## config.mk

```make
export PLATFORM = sky130hd
export DESIGN_NAME = canvas_access_ctrl
export DESIGN_NICKNAME = d
export VERILOG_FILES = /design/src/rtl/canvas_pkg.sv /design/src/rtl/cell_sweep.sv /design/src/rtl/canvas_access_ctrl.sv
export SDC_FILE = /design/constraint.sdc
export NUM_CORES = 1
export LEC_CHECK = 0
export CAP_MARGIN = 20
export CORE_ASPECT_RATIO = 1.4
export CORE_MARGIN = 1.5
export CORE_UTILIZATION = 45
export DETAILED_ROUTE_END_ITERATION = 10
export PLACE_DENSITY = 0.78
export SLEW_MARGIN = 5
export SYNTH_ARGS = -nofsm -noshare
export SYNTH_HDL_FRONTEND = slang
export SYNTH_SLANG_ARGS = --single-unit
```

## constraint.sdc

```tcl
create_clock -name clk -period 4.1 [get_ports clk]
set_input_delay 0.615 -clock clk [delete_from_list [all_inputs] [get_ports clk]]
set_output_delay 0.615 -clock clk [all_outputs]
set_load 0.01 [all_outputs]
```

## src/rtl/canvas_pkg.sv

```systemverilog
// ---------------------------------------------------------------------------
// canvas_pkg
//   Shared constants and the controller state encoding for the tile canvas
//   slice (canvas_access_ctrl and its cell_sweep counter).
//
//   CANVAS_ADDR_W  cell address width, address = {y[4:0], x[4:0]}
//   CANVAS_CELLS   cells per 32x32 tile
//   canvas_state_t controller states, 3-bit encoding
//                  IDLE=0, DRAW=1, SCAN_RD=2, SCAN_OUT=3, CLEAR=4
// ---------------------------------------------------------------------------
package canvas_pkg;

    localparam int CANVAS_ADDR_W = 10;
    localparam int CANVAS_CELLS  = 1024;

    typedef enum logic [2:0] {
        ST_IDLE     = 3'd0,
        ST_DRAW     = 3'd1,
        ST_SCAN_RD  = 3'd2,
        ST_SCAN_OUT = 3'd3,
        ST_CLEAR    = 3'd4
    } canvas_state_t;

endpackage

```

## src/rtl/cell_sweep.sv

```systemverilog
// ---------------------------------------------------------------------------
// cell_sweep
//   Cell address counter shared by the commit scan and the clear sweep.
//   Counts 0..CELLS-1 and wraps back to 0 on the step taken at the last cell,
//   so a finished sweep always leaves the counter ready for the next one.
//
//   clk    in   system clock
//   rst    in   asynchronous active-high reset, counter -> 0
//   en     in   advance one cell this cycle
//   clr    in   force counter to 0 (has priority over en)
//   count  out  current cell address
//   last   out  count is cell CELLS-1
// ---------------------------------------------------------------------------
module cell_sweep
    import canvas_pkg::*;
#(
    parameter int ADDR_W = CANVAS_ADDR_W,
    parameter int CELLS  = CANVAS_CELLS
) (
    input  logic              clk,
    input  logic              rst,
    input  logic              en,
    input  logic              clr,
    output logic [ADDR_W-1:0] count,
    output logic              last
);

    assign last = (count == ADDR_W'(CELLS - 1));

    always_ff @(posedge clk or posedge rst) begin
        if (rst) begin
            count <= '0;
        end else if (clr) begin
            count <= '0;
        end else if (en) begin
            count <= last ? '0 : count + ADDR_W'(1);
        end
    end

endmodule

```

## src/rtl/canvas_access_ctrl.sv

```systemverilog
// ---------------------------------------------------------------------------
// canvas_access_ctrl
//   Owns the single-port 32x32x1 tile bitmap RAM and arbitrates it between
//   pen writes (IDLE/DRAW pass-through), a commit scan that streams every
//   cell to the recognizer (SCAN_RD/SCAN_OUT), and a clear sweep (CLEAR).
//   A commit always runs into a clear; leaving CLEAR pulses end_of_editing.
//
//   clk, rst        clock, asynchronous active-high reset
//   editing         session-active flag, IDLE -> DRAW
//   draw_we/addr/data  pen write port, forwarded only in IDLE and DRAW
//   clear_req       pulse: discard the tile (IDLE/DRAW only)
//   commit_req      pulse: commit the tile (DRAW only)
//   ram_we/addr/wdata  RAM command, ram_rdata returns one cycle after addr
//   scan_valid/ready/addr/data/last  scan beat stream, one beat per cell
//   end_of_editing  pulse in the first IDLE cycle after a clear
//   busy            RAM owned by scan or clear
//   draw_drop       pulse: a pen write arrived while busy and was discarded
// ---------------------------------------------------------------------------
module canvas_access_ctrl
    import canvas_pkg::*;
#(
    parameter int ADDR_W       = CANVAS_ADDR_W,
    parameter int CELLS        = CANVAS_CELLS,
    parameter int IDLE_TIMEOUT = 50_000_000
) (
    input  logic              clk,
    input  logic              rst,
    input  logic              editing,
    input  logic              draw_we,
    input  logic [ADDR_W-1:0] draw_addr,
    input  logic              draw_data,
    input  logic              clear_req,
    input  logic              commit_req,
    output logic              ram_we,
    output logic [ADDR_W-1:0] ram_addr,
    output logic              ram_wdata,
    input  logic              ram_rdata,
    output logic              scan_valid,
    input  logic              scan_ready,
    output logic [ADDR_W-1:0] scan_addr,
    output logic              scan_data,
    output logic              scan_last,
    output logic              end_of_editing,
    output logic              busy,
    output logic              draw_drop
);

    localparam int IW = (IDLE_TIMEOUT > 2) ? $clog2(IDLE_TIMEOUT) : 1;

    canvas_state_t     state, state_nx;
    logic [IW-1:0]     idle_cnt;
    logic              idle_hit;
    logic [ADDR_W-1:0] sweep_cnt;
    logic              sweep_last;
    logic              sweep_en;
    logic              sweep_clr;
    logic              held_q;
    logic              data_q;
    logic              eoe_q;

    assign idle_hit       = (idle_cnt == IW'(IDLE_TIMEOUT - 1));
    assign end_of_editing = eoe_q;

    cell_sweep #(
        .ADDR_W (ADDR_W),
        .CELLS  (CELLS)
    ) u_sweep (
        .clk   (clk),
        .rst   (rst),
        .en    (sweep_en),
        .clr   (sweep_clr),
        .count (sweep_cnt),
        .last  (sweep_last)
    );

    // Next state and all RAM / stream outputs.
    always_comb begin
        state_nx   = state;
        ram_we     = 1'b0;
        ram_addr   = '0;
        ram_wdata  = 1'b0;
        scan_valid = 1'b0;
        scan_addr  = '0;
        scan_data  = 1'b0;
        scan_last  = 1'b0;
        busy       = 1'b0;
        draw_drop  = 1'b0;
        sweep_en   = 1'b0;
        sweep_clr  = 1'b0;
        unique case (state)
            ST_IDLE: begin
                ram_we    = draw_we;
                ram_addr  = draw_addr;
                ram_wdata = draw_data;
                sweep_clr = 1'b1;
                // A discard request outranks starting a session.
                if (clear_req)    state_nx = ST_CLEAR;
                else if (editing) state_nx = ST_DRAW;
            end
            ST_DRAW: begin
                ram_we    = draw_we;
                ram_addr  = draw_addr;
                ram_wdata = draw_data;
                sweep_clr = 1'b1;
                if (clear_req)                  state_nx = ST_CLEAR;
                else if (commit_req || idle_hit) state_nx = ST_SCAN_RD;
            end
            ST_SCAN_RD: begin
                busy      = 1'b1;
                draw_drop = draw_we;
                ram_addr  = sweep_cnt;
                state_nx  = ST_SCAN_OUT;
            end
            ST_SCAN_OUT: begin
                busy       = 1'b1;
                draw_drop  = draw_we;
                ram_addr   = sweep_cnt;
                scan_valid = 1'b1;
                scan_addr  = sweep_cnt;
                // First SCAN_OUT cycle takes the fresh RAM word; while stalled
                // the captured copy is presented so the beat cannot change.
                scan_data  = held_q ? data_q : ram_rdata;
                scan_last  = sweep_last;
                if (scan_ready) begin
                    sweep_en = 1'b1;
                    state_nx = sweep_last ? ST_CLEAR : ST_SCAN_RD;
                end
            end
            ST_CLEAR: begin
                busy      = 1'b1;
                draw_drop = draw_we;
                ram_we    = 1'b1;
                ram_wdata = 1'b0;
                ram_addr  = sweep_cnt;
                sweep_en  = 1'b1;
                if (sweep_last) state_nx = ST_IDLE;
            end
            default: state_nx = ST_IDLE;
        endcase
    end

    always_ff @(posedge clk or posedge rst) begin
        if (rst) state <= ST_IDLE;
        else     state <= state_nx;
    end

    // Pen-idle counter: only meaningful in DRAW, restarts on every pen write,
    // and sticks at all-ones instead of wrapping.
    always_ff @(posedge clk or posedge rst) begin
        if (rst) begin
            idle_cnt <= '0;
        end else if (state != ST_DRAW || draw_we) begin
            idle_cnt <= '0;
        end else if (idle_cnt != {IW{1'b1}}) begin
            idle_cnt <= idle_cnt + IW'(1);
        end
    end

    // Beat data hold register.
    always_ff @(posedge clk or posedge rst) begin
        if (rst) begin
            held_q <= 1'b0;
            data_q <= 1'b0;
        end else begin
            held_q <= (state == ST_SCAN_OUT);
            if (state == ST_SCAN_OUT) data_q <= scan_data;
        end
    end

    // Registered so the pulse lands in the first IDLE cycle after the sweep.
    always_ff @(posedge clk or posedge rst) begin
        if (rst) eoe_q <= 1'b0;
        else     eoe_q <= (state == ST_CLEAR) && sweep_last;
    end

endmodule

```

==> results.sh, run 1 <==
export IMPL_routed_wl_um=6150
export IMPL_grt_use_met2_pct=35.5
export IMPL_endpoint_kind="output port"
export IMPL_drive_gt1_share_pct=5.92
export IMPL_cts_root_buf="clkbuf_8"
export IMPL_critPathMaxFanout=13
export IMPL_top_usage_layer="met2"
export IMPL_postCtsSetupRepairBufs=0
export IMPL_fmaxAchievable_ghz=0.317
export IMPL_ys_warn_count=0
export IMPL_via_per_inst=5.97
export IMPL_portBuffers=46
export IMPL_cp_required_ns=3.48
export IMPL_grt_max_degree=43
export IMPL_num_rows=32
export IMPL_die_area_sq_um=6220
export IMPL_setup_viol=0
export IMPL_initial_utilization_pct=46.9
export IMPL_yosysTopAreaCellShare_pct=40.6
export IMPL_synth_flop_cell="dfrtp_1"
export IMPL_maxCapViolations=0
export IMPL_crit_type="flip-flop to output port"
export IMPL_finalCritPeriodShare_pct=77.0
export IMPL_min_path_type="flip-flop to flip-flop"
export IMPL_cts_inserted_buffers=5
export IMPL_tightestPinTransition_ns=0.943
export IMPL_grt_overflow_total=0
export IMPL_synth_seq_cells=42
export IMPL_synthMostInstantiatedCell="dfrtp_1"
export IMPL_fin_crit_ns=3.16
export IMPL_clock_latency_ns=0.30
export IMPL_ys_types=47
export IMPL_cellLeakagePower_uw=0.00117
export IMPL_drtAntennaViolNets=0
export IMPL_drc=0
export IMPL_finalNetCount=358
export IMPL_grt_pass1_vias=2219
export IMPL_ioPinCount=47
export IMPL_met3_usage_pct=3.65
export IMPL_hold_viol_final=0
export IMPL_cp_start_kind="flip-flop"
export IMPL_post_cts_resized=0
export IMPL_antenna_found_initial=0
export IMPL_die_w_um=67.1
export IMPL_vias=2424
export IMPL_yosys_area_top_type="dfrtp_1"
export IMPL_crit_family="multiplexers"
export IMPL_peakVddDrop_mv=0.193
export IMPL_synth_common_cells="dfrtp_1 (42), nand2_1 (33), o21ai_0 (26), a21oi_1 (21), nor2_1 (16)"
export IMPL_critPathSlowestCell="mux2i_1"
export IMPL_firstDrtPassIters=4
export IMPL_ys_top_cells_by_area="dfrtp_1 (41%), o21ai_0 (5.0%), nand2_1 (4.8%)"
export IMPL_fin_cells=406
export IMPL_antenna_cells=0
export IMPL_maxSlewViolCount=0
export IMPL_syn_area_sq_um=2590
export IMPL_syn_nets=319
export IMPL_postSynth_asyncResetShare_pct=100
export IMPL_synthCells=298
export IMPL_clock_sinks=42
export IMPL_path_buf_inv=1
export IMPL_use_met1_pct=23.5
export IMPL_hold_buffers=0
export IMPL_syn_to_final_growth_pct=20.9
export IMPL_syn_avg_cell_area_sq_um=8.69
export IMPL_grt_first_pass_wirelength_um=9960
export IMPL_wl_per_cell_um=15.1
export IMPL_ys_seq_area_share_pct=40.6
export IMPL_coreArea_sq_um=5530
export IMPL_final_setup_tns_ns=0
export IMPL_critical_path_max_stage_delay_ns=0.71
export IMPL_slew_headroom_pct=36.9
export IMPL_rsz0062_at_grt="no"
export IMPL_fp_dieH_um=92.7
export IMPL_track_usage_pct=20.3
export IMPL_crit_chain="nand2b_1, mux2i_1, a22o_1, clkdlybuf4s50_1"
export IMPL_htreeDepth=2
export IMPL_cts_tree="done"
export IMPL_p_per_area_nw_per_um2=370
export IMPL_synth_edf_count=0
export IMPL_drt_iter0_drc=217
export IMPL_critPathArrivalTime_ns=2.54
export IMPL_gp_congestion=0.833
export IMPL_cts_max_path_buffers=2
export IMPL_dp_hpwl_um=4470
export IMPL_place_inst=398
export IMPL_clk_pin_slew_ns=0.09
export IMPL_fin_skew_ns=0.0129
export IMPL_status="finished clean"
where the power goes:
group / total (uW) / leakage (uW) / switching [uW] / internal, uW
clock: 278 / 0.0000408 / 156 / 122
sequential: 480 / 0.000579 / 40.9 / 439
combinational: 399 / 0.000548 / 202 / 198
total: 1160 / 0.00117 / 399 / 759
cell usage in the layout, fill, tap and decap left out, types with 4 or more instances in the layout:
cell,n
or3_1,11
o31ai_1,11
nor3_1,6
nor4_1,4
and2_1,14
nor2_1,16
inv_1,4
o21a_1,4
or4_1,5
dfrtp_1,42
nand2_1,33
nand4_1,9
and3_1,4
nand3_1,14
clkdlybuf4s50_1,46
a21oi_1,21
o21ai_0,26
clkbuf_8,5
a22o_1,11
and4_1,4
final timing paths:
kind	endpoint	slack [ns]	cells past startpoint	start
max	ram_addr[8]	0.94	4	state[0]
min	data_q	0.54	1	data_q
max reg2reg	idle_cnt[23]	1.70	5	state[1]
min reg2reg	data_q	0.54	1	data_q
max in group asynchronous	idle_cnt[3]	2.98	3	rst
min in group asynchronous	u_sweep.count[2]	0.74	3	rst
cell families after synthesis:
family | synth area share (%)
adders and majority gates | 0.966
buffers and inverters | 5.22
xor gates and xnor gates | 1.02
DFF | 40.6
and+or+nand+nor | 29.7
AOI/OAI and AO/OA | 21.3
muxes | 1.21
registers in the layout, indices dropped and copies added (netlist names):
signal	count
end_of_editing	1
held_q	1
idle_cnt	26
state	3
u_sweep.count	10
data_q	1
layout make-up:
| class | instances | area [sq um] |
|---|---|---|
| clock buffer | 5 | 68.8 |
| clock inverter | 3 | 23.8 |
| multi-input combinational | 235 | 1400 |
| tap | 68 | 85.1 |
| sequential | 42 | 1050 |
| fill | 517 | 2400 |
| timing repair buffer | 49 | 483 |
| inverter | 4 | 15.0 |
worst reg2reg max path, delay by kind of cell, from the launching register on:
family        cells  cell delay (ns)
buf+inv           1             0.27
simple gates      4             1.54
flops             1             0.54
layer usage:
metal,share of wire [%],vias to the layer above
li1,-,1190
met1,40,1126
met2,51,95
met3,6.5,13
met4,2.1,0
met5,0,-
through the flow:
stage | worst slack, ns | cell area [sq um] | power, uW | hold WS [ns] | utilization [%]
2_1_floorplan | 2.04 | 2590 | 722 | 0.480 | -
3_3_place_gp | 1.36 | 3040 | 873 | 0.493 | 55.0
3_5_place_dp | 1.28 | 3040 | 891 | 0.520 | 55.0
4_1_cts | 0.932 | 3130 | 1170 | 0.547 | 56.6
5_1_grt | 0.743 | 3130 | 1240 | 0.558 | 56.6
6_report | 0.945 | 3130 | 1160 | 0.543 | 56.6
Note: power is estimated with default switching activity, not from simulation.
==> run 2, diff against run 1 <==
==> constraint.sdc (replaced) <==
create_clock -name clk -period 3.2 [get_ports clk]
set_input_delay 0.48 -clock clk [delete_from_list [all_inputs] [get_ports clk]]
set_output_delay 0.48 -clock clk [all_outputs]
set_load 0.01 [all_outputs]
==> run 2 against run 1 <==
Net effect: hold slack got worse by 0.017 ns; final area rose by 1.4%; clock skew fell by 0.0024 ns; sequential share of layout area fell by 0.45 points; non-clock buffer count rose by 3; setup slack got worse by 0.56 ns; sequential power rose by 28%; first-iteration DRC count rose by 19%; via count rose by 1.7%; wire length rose by 0.73%; flip-flop and latch count did not move; clock-buffer cell count did not move; critical endpoint is now scan_last.
==> results.sh, run 2 (synthesis gave the netlist of run 1 again) <==
export IMPL_status="finished clean"
export IMPL_drtAntennaViolNets=0
export IMPL_critPathArrivalTime_ns=2.33
export IMPL_initial_utilization_pct=46.9
export IMPL_grt_overflow_total=0
export IMPL_firstDrtPassIters=4
export IMPL_fin_cells=409
export IMPL_wl_per_cell_um=15.1
export IMPL_peakVddDrop_mv=0.260
export IMPL_crit_type="flip-flop to output port"
export IMPL_maxSlewViolCount=0
export IMPL_track_usage_pct=21.5
export IMPL_critPathMaxFanout=6
export IMPL_mostFrequentLayoutCell="clkdlybuf4s50_1"
export IMPL_drc=0
export IMPL_drive_gt1_share_pct=6.74
export IMPL_portBuffers=46
export IMPL_top_regs="idle_cnt x26, u_sweep.count x10, state x3"
export IMPL_grt_max_degree=43
export IMPL_antenna_found_initial=0
export IMPL_cts_tree="done"
export IMPL_htreeDepth=2
export IMPL_final_cell_mix="clkdlybuf4s50_1 (46), dfrtp_1 (42), nand2_1 (33), o21ai_0 (26), a21oi_1 (21)"
export IMPL_holdWs_ns=0.527
export IMPL_postCtsSetupRepairBufs=0
export IMPL_largest_register="idle_cnt"
export IMPL_drt_iter0_drc=259
export IMPL_final_setup_tns_ns=0
export IMPL_setup_viol=0
export IMPL_maxCapViolations=0
export IMPL_antenna_cells=0
export IMPL_clock_latency_ns=0.30
export IMPL_finalCritPeriodShare_pct=87.9
export IMPL_syn_to_final_growth_pct=22.5
export IMPL_grt_first_pass_wirelength_um=10300
export IMPL_hold_buffers=0
export IMPL_p_per_area_nw_per_um2=497
export IMPL_fp_dieH_um=92.7
export IMPL_vias=2465
export IMPL_largest_reg_flops=26
export IMPL_cts_inserted_buffers=5
export IMPL_grt_pass1_vias=2304
export IMPL_finalInstanceArea_sq_um=3170
export IMPL_rsz0062_at_grt="no"
export IMPL_cp_required_ns=2.72
export IMPL_place_area_sq_um=3060
export IMPL_cts_root_buf="clkbuf_8"
export IMPL_endpoint_kind="output port"
export IMPL_hold_viol_final=0
export IMPL_cp_start_kind="flip-flop"
export IMPL_fmaxAchievable_ghz=0.355
export IMPL_clock_sinks=42
export IMPL_cellLeakagePower_uw=0.00120
export IMPL_utilization_pct=57.4
export IMPL_post_cts_resized=0
export IMPL_min_path_type="flip-flop to flip-flop"
export IMPL_clk_pin_slew_ns=0.09
export IMPL_finalNetCount=361
export IMPL_place_inst=401
export IMPL_coreArea_sq_um=5530
export IMPL_gp_congestion=0.831
export IMPL_dp_hpwl_um=4390
export IMPL_via_per_inst=6.03
export IMPL_ioPinCount=47
export IMPL_routed_wl_um=6190
export IMPL_die_w_um=67.1
export IMPL_tightestPinTransition_ns=0.820
export IMPL_fin_crit_ns=2.81
export IMPL_die_area_sq_um=6220
export IMPL_num_rows=32
export IMPL_fin_skew_ns=0.0105
export IMPL_slew_headroom_pct=44.9
export IMPL_cts_max_path_buffers=2
run 2: cell types whose count changed in the layout (fill, tap and decap cells not counted), sizes merged:
cell	previous run	this run
buf	3	6
clkinv	0	2
clkinvlp	2	0
bufinv	0	1
inv	5	4
run 2: worst max-delay path, stage by stage (launching register included):
cell and delay, ns:
dfrtp_1 0.42, ha_1 0.22, nand3_1 0.18, nor3_1 0.49, and2_1 0.20, clkdlybuf4s50_1 0.52
run 2: final cells by class:
class	count	area, sq um
clock buffer	5	68.8
clock inverter	3	40.0
fill	512	2350
inverter	4	15.0
multi-input combinational	235	1400
sequential	42	1050
tap	68	85.1
timing repair buffer	52	509
run 2: where the power goes:
| part | internal (uW) | switching, uW | leakage [uW] |
|---|---|---|---|
| combinational | 272 | 262 | 0.000564 |
| clock | 230 | 195 | 0.0000579 |
| sequential | 563 | 52.6 | 0.000579 |
| total | 1060 | 510 | 0.00120 |
run 2: per-stage QoR:
step | total power [uW] | setup WS, ns
4_1_cts | 1590 | 0.351
3_5_place_dp | 1160 | 0.697
2_1_floorplan | 925 | 1.22
5_1_grt | 1680 | 0.154
3_3_place_gp | 1150 | 0.697
6_report | 1580 | 0.387
run 2: routing by layer:
| metal | routed length (um) | up-vias | part of all wire (%) | global-route usage, % |
|---|---|---|---|---|
| li1 | - | 1189 | - | - |
| met1 | 2510 | 1163 | 41 | 24.4 |
| met2 | 3110 | 93 | 50 | 36.0 |
| met3 | 377 | 20 | 6.1 | 4.86 |
| met4 | 197 | 0 | 3.2 | 12.2 |
| met5 | 0 | - | 0 | 0 |
run 2: final timing paths:
path | slack (ns) | end | from | cells past startpoint
max | 0.39 | scan_last | u_sweep.count[0] | 5
min | 0.53 | data_q | data_q | 1
max reg2reg | 0.90 | idle_cnt[11] | idle_cnt[0] | 7
min reg2reg | 0.53 | data_q | data_q | 1
max in group asynchronous | 2.22 | idle_cnt[16] | rst | 3
min in group asynchronous | 0.60 | u_sweep.count[1] | rst | 3
==> run 3, diff against run 2 <==
--- a/config.mk
+++ b/config.mk
@@ -6,11 +6,13 @@
 export NUM_CORES = 1
 export LEC_CHECK = 0
 export CAP_MARGIN = 20
+export CELL_PAD_IN_SITES_DETAIL_PLACEMENT = 1
+export CELL_PAD_IN_SITES_GLOBAL_PLACEMENT = 1
 export CORE_ASPECT_RATIO = 1.4
 export CORE_MARGIN = 1.5
-export CORE_UTILIZATION = 45
+export CORE_UTILIZATION = 39
 export DETAILED_ROUTE_END_ITERATION = 10
-export PLACE_DENSITY = 0.78
+export PLACE_DENSITY = 0.87
 export SLEW_MARGIN = 5
 export SYNTH_ARGS = -nofsm -noshare
 export SYNTH_HDL_FRONTEND = slang
==> run 3 against run 2 <==
Net effect: the run now ends with DRC left; via count fell by 0.16%; total power fell by 5.1%; clock power fell by 21%; setup slack got worse by 0.092 ns; clock skew fell by 0.0070 ns; non-clock buffer count did not move; critical path depth did not move; critical path type unchanged; largest cell class unchanged.
==> results.sh, run 3 (synthesis gave the netlist of run 1 again) <==
export IMPL_firstDrtPassIters=9
export IMPL_post_cts_resized=0
export IMPL_path_depth=5
export IMPL_violations="DRC"
export IMPL_hold_viol_final=0
export IMPL_cts_max_path_buffers=2
export IMPL_portBuffers=46
export IMPL_cts_root_buf="clkbuf_8"
export IMPL_fp_dieH_um=99.4
export IMPL_r2r_slack_ns=0.98
export IMPL_n_fill_cell=753
export IMPL_maxCapViolations=0
export IMPL_critPathMaxFanout=6
export IMPL_r2r_cells=5
export IMPL_clock_latency_ns=0.29
export IMPL_syn_to_final_growth_pct=21.3
export IMPL_die_area_sq_um=7140
export IMPL_crit_family="simple AND/OR/NAND/NOR gates"
export IMPL_vias=2461
export IMPL_critPathSlowestCell="nor3_1"
export IMPL_cts_inserted_buffers=5
export IMPL_p_per_area_nw_per_um2=476
export IMPL_regArea_sq_um=1050
export IMPL_critical_path_max_stage_delay_ns=0.55
export IMPL_setup_viol=0
export IMPL_postCtsSetupRepairBufs=0
export IMPL_tightestPinTransition_ns=0.824
export IMPL_die_w_um=71.9
export IMPL_top_regs="idle_cnt x26, u_sweep.count x10, state x3"
export IMPL_clk_pin_slew_ns=0.08
export IMPL_largest_register="idle_cnt"
export IMPL_path_buf_inv=1
export IMPL_cp_start_kind="flip-flop"
export IMPL_finalNetCount=361
export IMPL_via_per_inst=5.97
export IMPL_wl_per_cell_um=17.5
export IMPL_status="complete, but fails checks"
export IMPL_cellLeakagePower_uw=0.00118
export IMPL_final_setup_tns_ns=0
export IMPL_grt_overflow_total=0
export IMPL_drt_iter0_drc=164
export IMPL_peakVddDrop_mv=0.247
export IMPL_rsz0062_at_grt="no"
export IMPL_crit_type="flip-flop to output port"
export IMPL_slew_headroom_pct=44.6
export IMPL_cp_required_ns=2.72
export IMPL_final_cell_mix="clkdlybuf4s50_1 (46), dfrtp_1 (42), nand2_1 (33), o21ai_0 (26), a21oi_1 (21)"
export IMPL_min_path_type="flip-flop to flip-flop"
export IMPL_maxSlewViolCount=0
export IMPL_gp_congestion=0.850
export IMPL_fin_skew_ns=0.00344
export IMPL_fmaxAchievable_ghz=0.344
export IMPL_endpoint_kind="output port"
export IMPL_wl_met2_um=3950
export IMPL_num_rows=34
export IMPL_finalCritPeriodShare_pct=90.8
export IMPL_fin_crit_ns=2.91
export IMPL_drive_gt1_share_pct=5.88
export IMPL_ioPinCount=47
export IMPL_htreeDepth=2
export IMPL_dp_hpwl_um=5260
export IMPL_crit_chain="ha_1, nand3_1, nor3_1, and2_1, clkdlybuf4s50_1"
export IMPL_crit_end="scan_last"
export IMPL_antenna_found_initial=0
export IMPL_hold_buffers=0
export IMPL_met1_length_um=2860
export IMPL_antenna_cells=0
export IMPL_drtAntennaViolNets=0
export IMPL_routed_top_layer="met4"
export IMPL_clock_sinks=42
export IMPL_mostFrequentLayoutCell="clkdlybuf4s50_1"
export IMPL_cts_tree="done"
export IMPL_critPathArrivalTime_ns=2.43
export IMPL_r2r_start="idle_cnt[3]"
export IMPL_grt_first_pass_wirelength_um=12600
export IMPL_p_total_uw=1490
export IMPL_drc=7
export IMPL_grt_pass1_vias=2654
export IMPL_grt_max_degree=43
export IMPL_wl_met3_um=270
export IMPL_coreArea_sq_um=6300
export IMPL_routed_wl_um=7220
export IMPL_track_usage_pct=21.9
export IMPL_largest_reg_flops=26
export IMPL_startpoint="u_sweep.count[0]"
export IMPL_initial_utilization_pct=41.1
export IMPL_rr_endpoint="idle_cnt[21]"
export IMPL_multi_input_area_sq_um=1400
run 3: changes by cell type in the layout (fill, tap and decap cells not counted), sizes merged:
cell / delta
bufinv: -1
clkbuf: +2
clkinv: -2
run 3: power by group:
group | internal (uW) | total [uW] | leakage (uW) | switching [uW]
Combinational | 272 | 544 | 0.000563 | 272
Sequential | 563 | 615 | 0.000579 | 52.4
Clock | 151 | 335 | 0.0000383 | 184
Total | 986 | 1490 | 0.00118 | 508
run 3: layout make-up:
type	instances	area share, %
multi-input cells	235	44.7
flip-flops and latches	42	33.5
repair buffers	52	16.1
well taps	72	2.87
clock buffers	7	2.43
inverters	4	0.478
run 3: stage by stage:
step	hold slack, ns	util, %	instance area, sq um	setup slack, ns	cells
detailed placement	0.499	48.7	3060	0.611	405
CTS	0.518	49.9	3140	0.261	412
global placement	0.492	48.7	3060	0.744	405
global route	0.543	49.9	3140	0.156	412
floorplan	0.480	-	2590	1.22	298
finish	0.517	49.9	3140	0.295	412
run 3: routing by layer:
layer | track usage (%) | vias up
li1 | - | 1185
met1 | 24.5 | 1207
met5 | 0 | -
met3 | 3.24 | 11
met2 | 41.4 | 58
met4 | 7.40 | 0
run 3: worst min-delay path by stage:
stage,start,to,slack (ns),depth (start not counted)
6_report,data_q,data_q,0.52,1
3_5_place_dp,data_q,data_q,0.50,1
5_1_grt,data_q,data_q,0.54,1
3_3_place_gp,data_q,data_q,0.49,1
4_1_cts,data_q,data_q,0.52,1
2_1_floorplan,data_q,data_q,0.48,1
